===== config.mk =====
export PLATFORM = sky130hd
export DESIGN_NAME = pixel_draw_sequencer
export DESIGN_NICKNAME = d
export VERILOG_FILES = /design/src/rtl/draw_pkg.sv /design/src/rtl/pixel_out_reg.sv /design/src/rtl/pixel_draw_sequencer.sv
export SDC_FILE = /design/constraint.sdc
export NUM_CORES = 1
export LEC_CHECK = 0
export BUFFER_PORTS_ARGS = -buffer_cell sky130_fd_sc_hd__clkbuf_2
export CAP_MARGIN = 20
export CORE_MARGIN = 8
export CORE_UTILIZATION = 45
export DETAILED_ROUTE_END_ITERATION = 6
export GPL_TIMING_DRIVEN = 1
export PLACE_DENSITY_LB_ADDON = 0.05
export SYNTH_ARGS = -nofsm -noshare
export SYNTH_HDL_FRONTEND = slang
export SYNTH_SLANG_ARGS = --single-unit

===== constraint.sdc =====
create_clock -name clock -period 3.01 [get_ports clock]
set_input_delay 0.301 -clock clock [delete_from_list [all_inputs] [get_ports clock]]
set_output_delay 0.301 -clock clock [all_outputs]
set_load 0.005 [all_outputs]

===== src/rtl/draw_pkg.sv =====
// Shared types and constants for the pixel draw path: FSM states, screen
// geometry, coordinate/colour widths and the saturating pixel counter helper.
package draw_pkg;

    typedef enum logic [1:0] {
        S_START = 2'd0,
        S_CLEAR = 2'd1,
        S_GAME  = 2'd2
    } state_t;

    localparam int SCREEN_W = 320;
    localparam int SCREEN_H = 240;
    localparam int XW       = 9;
    localparam int YW       = 8;
    localparam int CW       = 3;
    localparam int CNTW     = 17;

    localparam logic [CW-1:0] WHITE = 3'b111;
    localparam logic [CW-1:0] BLACK = 3'b000;

    function automatic logic [CNTW-1:0] sat_inc(input logic [CNTW-1:0] v);
        return (v == '1) ? v : v + CNTW'(1);
    endfunction

endpackage


===== src/rtl/pixel_out_reg.sv =====
// Registered x/y/colour/plot stage feeding the vga_adapter write port.
// With BOUNDS_CHECK_EN defined, off-screen pixels are swallowed and flagged.
module pixel_out_reg #(
    parameter int XW = draw_pkg::XW,
    parameter int YW = draw_pkg::YW,
    parameter int CW = draw_pkg::CW
) (
    input  logic          clk,
    input  logic          rst_n,
    input  logic          i_load,
    input  logic [XW-1:0] i_x,
    input  logic [YW-1:0] i_y,
    input  logic [CW-1:0] i_colour,
`ifdef BOUNDS_CHECK_EN
    input  logic          i_oob_clr,
    output logic          o_oob_seen,
`endif
    output logic          o_in_range,
    output logic [XW-1:0] o_x,
    output logic [YW-1:0] o_y,
    output logic [CW-1:0] o_colour,
    output logic          o_plot
);

    logic [XW-1:0] r_x_p1;
    logic [YW-1:0] r_y_p1;
    logic [CW-1:0] r_colour_p1;
    logic          r_plot_p1;
    logic          w_plot;

`ifdef BOUNDS_CHECK_EN
    localparam logic [XW-1:0] X_LIM = XW'(draw_pkg::SCREEN_W);
    localparam logic [YW-1:0] Y_LIM = YW'(draw_pkg::SCREEN_H);

    logic r_oob_seen;

    assign o_in_range = (i_x < X_LIM) && (i_y < Y_LIM);

    // Sticky until the next restart; restart has priority over a new violation.
    always_ff @(posedge clk or negedge rst_n) begin
        if (!rst_n) begin
            r_oob_seen <= 1'b0;
        end else if (i_oob_clr) begin
            r_oob_seen <= 1'b0;
        end else if (i_load && !o_in_range) begin
            r_oob_seen <= 1'b1;
        end
    end

    assign o_oob_seen = r_oob_seen;
`else
    assign o_in_range = 1'b1;
`endif

    assign w_plot = i_load && o_in_range;

    // Output stage boundary: data holds its last value whenever nothing is plotted.
    always_ff @(posedge clk or negedge rst_n) begin
        if (!rst_n) begin
            r_x_p1      <= '0;
            r_y_p1      <= '0;
            r_colour_p1 <= '0;
            r_plot_p1   <= 1'b0;
        end else begin
            r_plot_p1 <= w_plot;
            if (w_plot) begin
                r_x_p1      <= i_x;
                r_y_p1      <= i_y;
                r_colour_p1 <= i_colour;
            end
        end
    end

    assign o_x      = r_x_p1;
    assign o_y      = r_y_p1;
    assign o_colour = r_colour_p1;
    assign o_plot   = r_plot_p1;

endmodule


===== src/rtl/pixel_draw_sequencer.sv =====
// Arbitrates the vga_adapter write port: screen clear after reset/restart, then
// the game drawer. Optional BOUNDS_CHECK_EN drops off-screen pixels (oob_seen).
module pixel_draw_sequencer #(
    parameter int XW = draw_pkg::XW,
    parameter int YW = draw_pkg::YW,
    parameter int CW = draw_pkg::CW
) (
    input  logic                      clock,
    input  logic                      resetn,
    input  logic                      game_restart,
    output logic                      clear_start,
    input  logic [XW-1:0]             clr_x,
    input  logic [YW-1:0]             clr_y,
    input  logic [CW-1:0]             clr_colour,
    input  logic                      clr_valid,
    input  logic                      clr_done,
    input  logic [XW-1:0]             game_x,
    input  logic [YW-1:0]             game_y,
    input  logic [CW-1:0]             game_colour,
    input  logic                      game_valid,
    output logic                      game_ready,
    output logic [XW-1:0]             vga_x,
    output logic [YW-1:0]             vga_y,
    output logic [CW-1:0]             vga_colour,
    output logic                      vga_plot,
    output logic                      clearing,
    output logic [draw_pkg::CNTW-1:0] clr_count
`ifdef BOUNDS_CHECK_EN
    ,
    output logic                      oob_seen
`endif
);

    import draw_pkg::*;

    state_t          r_state;
    state_t          w_next;
    logic [CNTW-1:0] r_clr_count;
    logic            w_clr_acc;
    logic            w_game_acc;
    logic            w_load;
    logic            w_in_range;
    logic [XW-1:0]   w_x;
    logic [YW-1:0]   w_y;
    logic [CW-1:0]   w_colour;

    always_ff @(posedge clock or negedge resetn) begin
        if (!resetn) begin
            r_state <= S_START;
        end else begin
            r_state <= w_next;
        end
    end

    always_comb begin
        w_next = r_state;
        case (r_state)
            S_START: w_next = S_CLEAR;
            S_CLEAR: if (clr_done) w_next = S_GAME;
            S_GAME:  w_next = S_GAME;
            default: w_next = S_START;
        endcase
        if (game_restart) begin
            w_next = S_START;
        end
    end

    // Gated by resetn so every output reads 0 while reset is held.
    always_comb begin
        clear_start = 1'b0;
        clearing    = 1'b0;
        game_ready  = 1'b0;
        if (resetn) begin
            clear_start = (r_state == S_START);
            clearing    = (r_state != S_GAME);
            game_ready  = (r_state == S_GAME);
        end
    end

    assign w_clr_acc  = (r_state == S_CLEAR) && clr_valid;
    assign w_game_acc = game_ready && game_valid;
    assign w_load     = w_clr_acc || w_game_acc;
    assign w_x        = w_clr_acc ? clr_x      : game_x;
    assign w_y        = w_clr_acc ? clr_y      : game_y;
    assign w_colour   = w_clr_acc ? clr_colour : game_colour;

    always_ff @(posedge clock or negedge resetn) begin
        if (!resetn) begin
            r_clr_count <= '0;
        end else if (r_state == S_START) begin
            r_clr_count <= '0;
        end else if (w_clr_acc && w_in_range) begin
            r_clr_count <= sat_inc(r_clr_count);
        end
    end

    assign clr_count = r_clr_count;

    pixel_out_reg #(
        .XW(XW),
        .YW(YW),
        .CW(CW)
    ) u_out (
        .clk       (clock),
        .rst_n     (resetn),
        .i_load    (w_load),
        .i_x       (w_x),
        .i_y       (w_y),
        .i_colour  (w_colour),
`ifdef BOUNDS_CHECK_EN
        .i_oob_clr (game_restart),
        .o_oob_seen(oob_seen),
`endif
        .o_in_range(w_in_range),
        .o_x       (vga_x),
        .o_y       (vga_y),
        .o_colour  (vga_colour),
        .o_plot    (vga_plot)
    );

endmodule


Word-level counts from Yosys, hierarchy flattened:

Cells that the tools add are included.

* flip-flop bits (word level): 40
* bits in latches: 0
* bits in writable memories: 0
* memory bits (read-only): 0
* bits of input ports: 46
* output and inout bits: 41
* word-level logic and storage cells: 31
* memories: 0

* $add $sub $neg: 1
* $mul: 0
* divide/modulo/power cells: 0
* $lt $le $gt $ge: 0
* equality and inequality tests: 6
* shift operators: 0
* muxes and demuxes: 12
* bitwise gates (word level): 0
* reduce and logical (&&, ||, !) cells: 6

Operators with widths (number)
* $mux 17: 3
* $add 17x1->17 const B: 1
* $eq 17x17->1 const B: 1
* $mux 9: 1
* $mux 8: 1
* $pmux 2 s3: 1
* $mux 2: 2
* $ne 2x2->1 const B: 2
* $mux 1: 3
* $mux 3: 1
* $ne 3x3->1 const B: 1
* $eq 2x1->1 const B: 1
* $eq 2x2->1 const B: 1
* $logic_and 1x1->1: 2
* $logic_not 2->1: 1
* $reduce_and 2->1: 1
* $reduce_bool 2->1: 1
* $logic_or 1x1->1: 1

Logic depth before layout (Yosys ltp):

* word-level depth: 4
* mapped depth: 8
* mapped depth without buffers: 8

Modules after synthesis:

A second synthesis with hierarchy kept.

* cells, all modules: 180
* area total of the unflattened synthesis: 2207.1 µm²

By module, submodules not included
* pixel_draw_sequencer: times used 1, cells an instance 135, area an instance 1347.5 µm², sequential area each 475.5 µm²
* pixel_out_reg: times used 1, cells an instance 45, area an instance 859.6 µm², sequential area each 525.5 µm²

Worst setup path after synthesis:

OpenSTA, ideal clock, no wires.

* kind: register -> register
* from: register r_clr_count[0] (netlist: clr_count[0])
* to: register r_clr_count[15] (netlist: clr_count[15])
* setup time: 125 ps
* data arrival time: 2084 ps
* required time: 2885 ps
* slack: 801 ps
* stages on the path, launching flop included: 9
* buffers on the path: 0
* period minus slack after synthesis: 2209 ps
* path through: dfrtp_1 -> ha_1 -> nand3_1 -> nor4_1 -> ha_1 -> nand4b_4 -> nor4_4 -> and2b_1 -> mux2_2

* cells in the longest elaborated chain, start to end: 4
* elaborated cells between the ends (all ways): 7
* classes of those cells: add/sub: 1; eq/ne: 2; mux: 3; reduce/logical: 1

Ends and longest elaborated chain
* start, declared: line pixel_draw_sequencer.sv:38 `logic [CNTW-1:0] r_clr_count;`
* start signal, assigned: line pixel_draw_sequencer.sv:93 `r_clr_count <= sat_inc(r_clr_count);`
* $add 17x1->17: line draw_pkg.sv:22 `return (v == '1) ? v : v + CNTW'(1);`
* $mux 17: line draw_pkg.sv:22
* $mux 17: line pixel_draw_sequencer.sv:92 `end else if (w_clr_acc && w_in_range) begin`
* $mux 17: line pixel_draw_sequencer.sv:90 `end else if (r_state == S_START) begin`

Several ways; a longest one is shown, not always the timed one. The select of a mux whose other input is x is not followed.
A chain may end at the register's enable or synchronous reset.

Worst setup path in the final report:

Ends and elaborated chain as after synthesis.

==> run summary <==
In the routed design, unresolved DRC markers number 0. The number of synthesized flops with an enable pin came out at 0. Setup repair after global routing left no endpoint under its margin. After filler insertion, the fill cell instance count of the layout stands at 408. The largest clock skew in the final design came out at 0.00237 ns.

The effective utilization at floorplan is 0.465. The summed instance area of the synthesized netlist came out at 2020 um2. For this run, the post-layout net count is 343.

The global-route congestion overflow total is 0. The critical path data arrival time came out at 2.58 ns. The worst register-to-register path begins at clr_count[0]. The proportion of synthesized chip area in sequential cells is 0.494. The sum of negative setup slack came out at 0 ns. The power per cell area came out at 661 nW/um2. The relative max-transition margin is 0.550. The most common cell after layout, fill and taps aside is sky130_fd_sc_hd__clkbuf_2. The flow ran to the end, and the final reports show no timing, DRC or antenna violations. The clock-pin slew on the worst setup and hold paths came out at 0.07 ns. The critical path is of the reg -> reg type.

The leakage component of the power came out at 1.45 nW. The flop and latch count out of synthesis is 40. Timing would allow up to 0.416 GHz. The required time of the worst setup path came out at 3.18 ns.

The number of cells in the finished layout apart from fillers came out at 344. The worst setup path is captured at a register. The number of placed instances, taps included, is 335. The length of the first detailed-routing pass in iterations is 4. The worst register-to-register path ends at clr_count[15]. The routed design could run at a clock period as short as 2.40 ns. The post-cts resize count is 0. The count of hold buffers inserted by post-cts repair is 1. The share of Yosys cell area claimed by the top area cell type came out at 0.494. The path class of the tightest hold or removal check is in -> reg. TritonCTS built the clock tree. The final setup violation count is 0.

The post-synthesis cell count is 201. In this run the worst path has a maximum fanout of 10. In this run the mean area of a mapped cell was 10.1 um2. When the netlist entered floorplanning its net count stood at 253. The path depth of the worst reg2reg path is 8. The floorplan step defined a die boundary enclosing 6900 um2. The number of warnings issued by yosys came out at 0. The synthesis-to-finish area growth is 29.5%. The number of clock sinks is 40.

The most used flip-flop cell after synthesis is sky130_fd_sc_hd__dfrtp_1. The share of post-route cells with drive strength above 1 is 0.349. The synthesized design spends more area on one cell type than any other, namely sky130_fd_sc_hd__dfrtp_1.

The half-perimeter wire length after detailed placement came out at 3.87 mm. The count of nets left with antenna violations once routing finished came out at 0. In the layout the commonest cells are sky130_fd_sc_hd__clkbuf_2 (86), sky130_fd_sc_hd__dfrtp_1 (40), sky130_fd_sc_hd__nand2_1 (28). The number of antenna violations at the first check in global routing is 0. The tree is rooted in a sky130_fd_sc_hd__clkbuf_8. The placeable core region is 4350 um2.

The routed layout has 1,716 vias. By area the synthesized netlist is led by sky130_fd_sc_hd__dfrtp_1 (49%), sky130_fd_sc_hd__mux2i_1 (10%), sky130_fd_sc_hd__o21ai_0 (5.7%). From bottom edge to top edge, the die measures 83.1 um. The fraction of the cycle the final worst path needs came out at 0.799.

The antenna diode count came out at 0. The aggregate routed wire length came out at 4.85 mm. The number of design-rule violations left by the first detailed-router iteration is 90.

The final hold violation count came out at 0. The maximum vdd drop is 444 uV. The worst hold path terminates at r_state[1]. The largest net degree at the start of global routing came out at 42. The global-route wire length before repair came out at 8.38 mm. STA classifies the critical path startpoint as a register. At the pin with the least slew margin, the transition time is 0.675 ns. The setup slack on the worst flop-to-flop path came out at 0.61 ns. The number of setup buffers added after CTS came out at 0. The startpoint identified for the worst hold timing path is game_restart.

The hold path depth came out at 2. The number of distinct standard cells referenced by the synthesized netlist is 32. The row count is 24. The vias per cell came out at 4.99. Buffers placed on the I/O ports in this run total 86. The number of levels the H-tree was split into came out at 2.

At the end of routability-driven placement, the weighted congestion stood at 0.886. In this run the horizontal extent of the chip is 83.1 um. For this run, the total global-route usage over all layers was measured as 0.144. The buffer levels on the longest clock path is 2. The I/O pin total came out at 87. The insertion delay of the later-clocked pin in the worst-skew pair is 0.28 ns. The max-cap violation count is 0. Clock tree synthesis inserted a total of 5 buffers. The fraction of registers with async set/reset is 1.00. The via count of the first global-routing pass came out at 1,849.

The routed wire length per instance is 14.1 um. The number of max-slew violations in the final report is 0.
[cell usage after synthesis, drive strengths merged, types with 2 or more instances]
cell and n:
xor2 3, nor3 2, nor2 14, and2 3
nand3 6, inv 5, a21oi 6, o21ai 23
clkbuf 6, nor2b 2, nand4 6, nor4 6
mux2i 21, buf 2, xnor2 8, dfrtp 40
nand2b 2, nand2 28, ha 6
[where the power goes]
group / total, W / internal [W] / switching, W / leakage, nW
Sequential: 0.000761 / 0.000684 / 0.0000770 / 0.526
Clock: 0.000361 / 0.000187 / 0.000174 / 0.0455
Combinational: 0.000610 / 0.000268 / 0.000342 / 0.874
[metal layers]
layer	global-route usage	part of all wire
met5	0	0
met4	0.0639	0.027
met3	0.0469	0.066
met2	0.219	0.44
met1	0.180	0.47
[worst max-delay path, stage by stage (launching register included)]
cell	delay, ns
sky130_fd_sc_hd__dfrtp_1	0.42
sky130_fd_sc_hd__ha_1	0.32
sky130_fd_sc_hd__nand3_1	0.10
sky130_fd_sc_hd__nor4_1	0.05
sky130_fd_sc_hd__ha_1	0.22
sky130_fd_sc_hd__nand4b_4	0.26
sky130_fd_sc_hd__nor4_4	0.42
sky130_fd_sc_hd__and2b_1	0.18
sky130_fd_sc_hd__mux2_2	0.32
[layout make-up]
cell class	instances	area [um2]	share of cell area
inverters	5	18.8	0.00716
flip-flops and latches	40	1000	0.382
repair buffers	91	470	0.179
clock buffers	8	90.1	0.0344
well taps	52	65.1	0.0248
multi-input cells	148	976	0.372
[worst max-delay path by stage]
stage,startpoint,to,slack (ns),cells after the start
after floorplan,clr_count[0],clr_count[15],0.80,8
after global placement,clr_count[0],clr_count[15],0.68,8
after detailed placement,clr_count[0],clr_count[15],0.61,8
after CTS,clr_count[0],clr_count[15],0.60,8
after global routing,clr_count[0],clr_count[15],0.44,8
final,clr_count[0],clr_count[15],0.61,8
[flip-flops by register name, summed over array words and instances (netlist names)]
register and flops:
clr_count 17, u_out.o_x 9, u_out.o_y 8, u_out.o_colour 3
r_state 2, u_out.o_plot 1
[metrics by stage]
stage	util	total power, W	hold slack, ns	setup slack, ns	instance area, um2
floorplan	-	0.00112	0.00541	0.801	2020
global placement	0.579	0.00139	0.241	0.679	2520
CTS	0.602	0.00177	0.170	0.596	2620
finish	0.602	0.00173	0.180	0.605	2620
detailed placement	0.579	0.00140	0.239	0.614	2520
global route	0.602	0.00188	0.173	0.442	2620
[cells by family after synthesis]
kind of cell,after synthesis,synth area share
adders and majority gates,6,0.0371
and+or+nand+nor,77,0.203
xor gates and xnor gates,11,0.0476
AOI/OAI and AO/OA,32,0.0834
buffers and inverters,13,0.0253
muxes,22,0.109
DFF,40,0.494
Power figures use the tool's default switching activity.
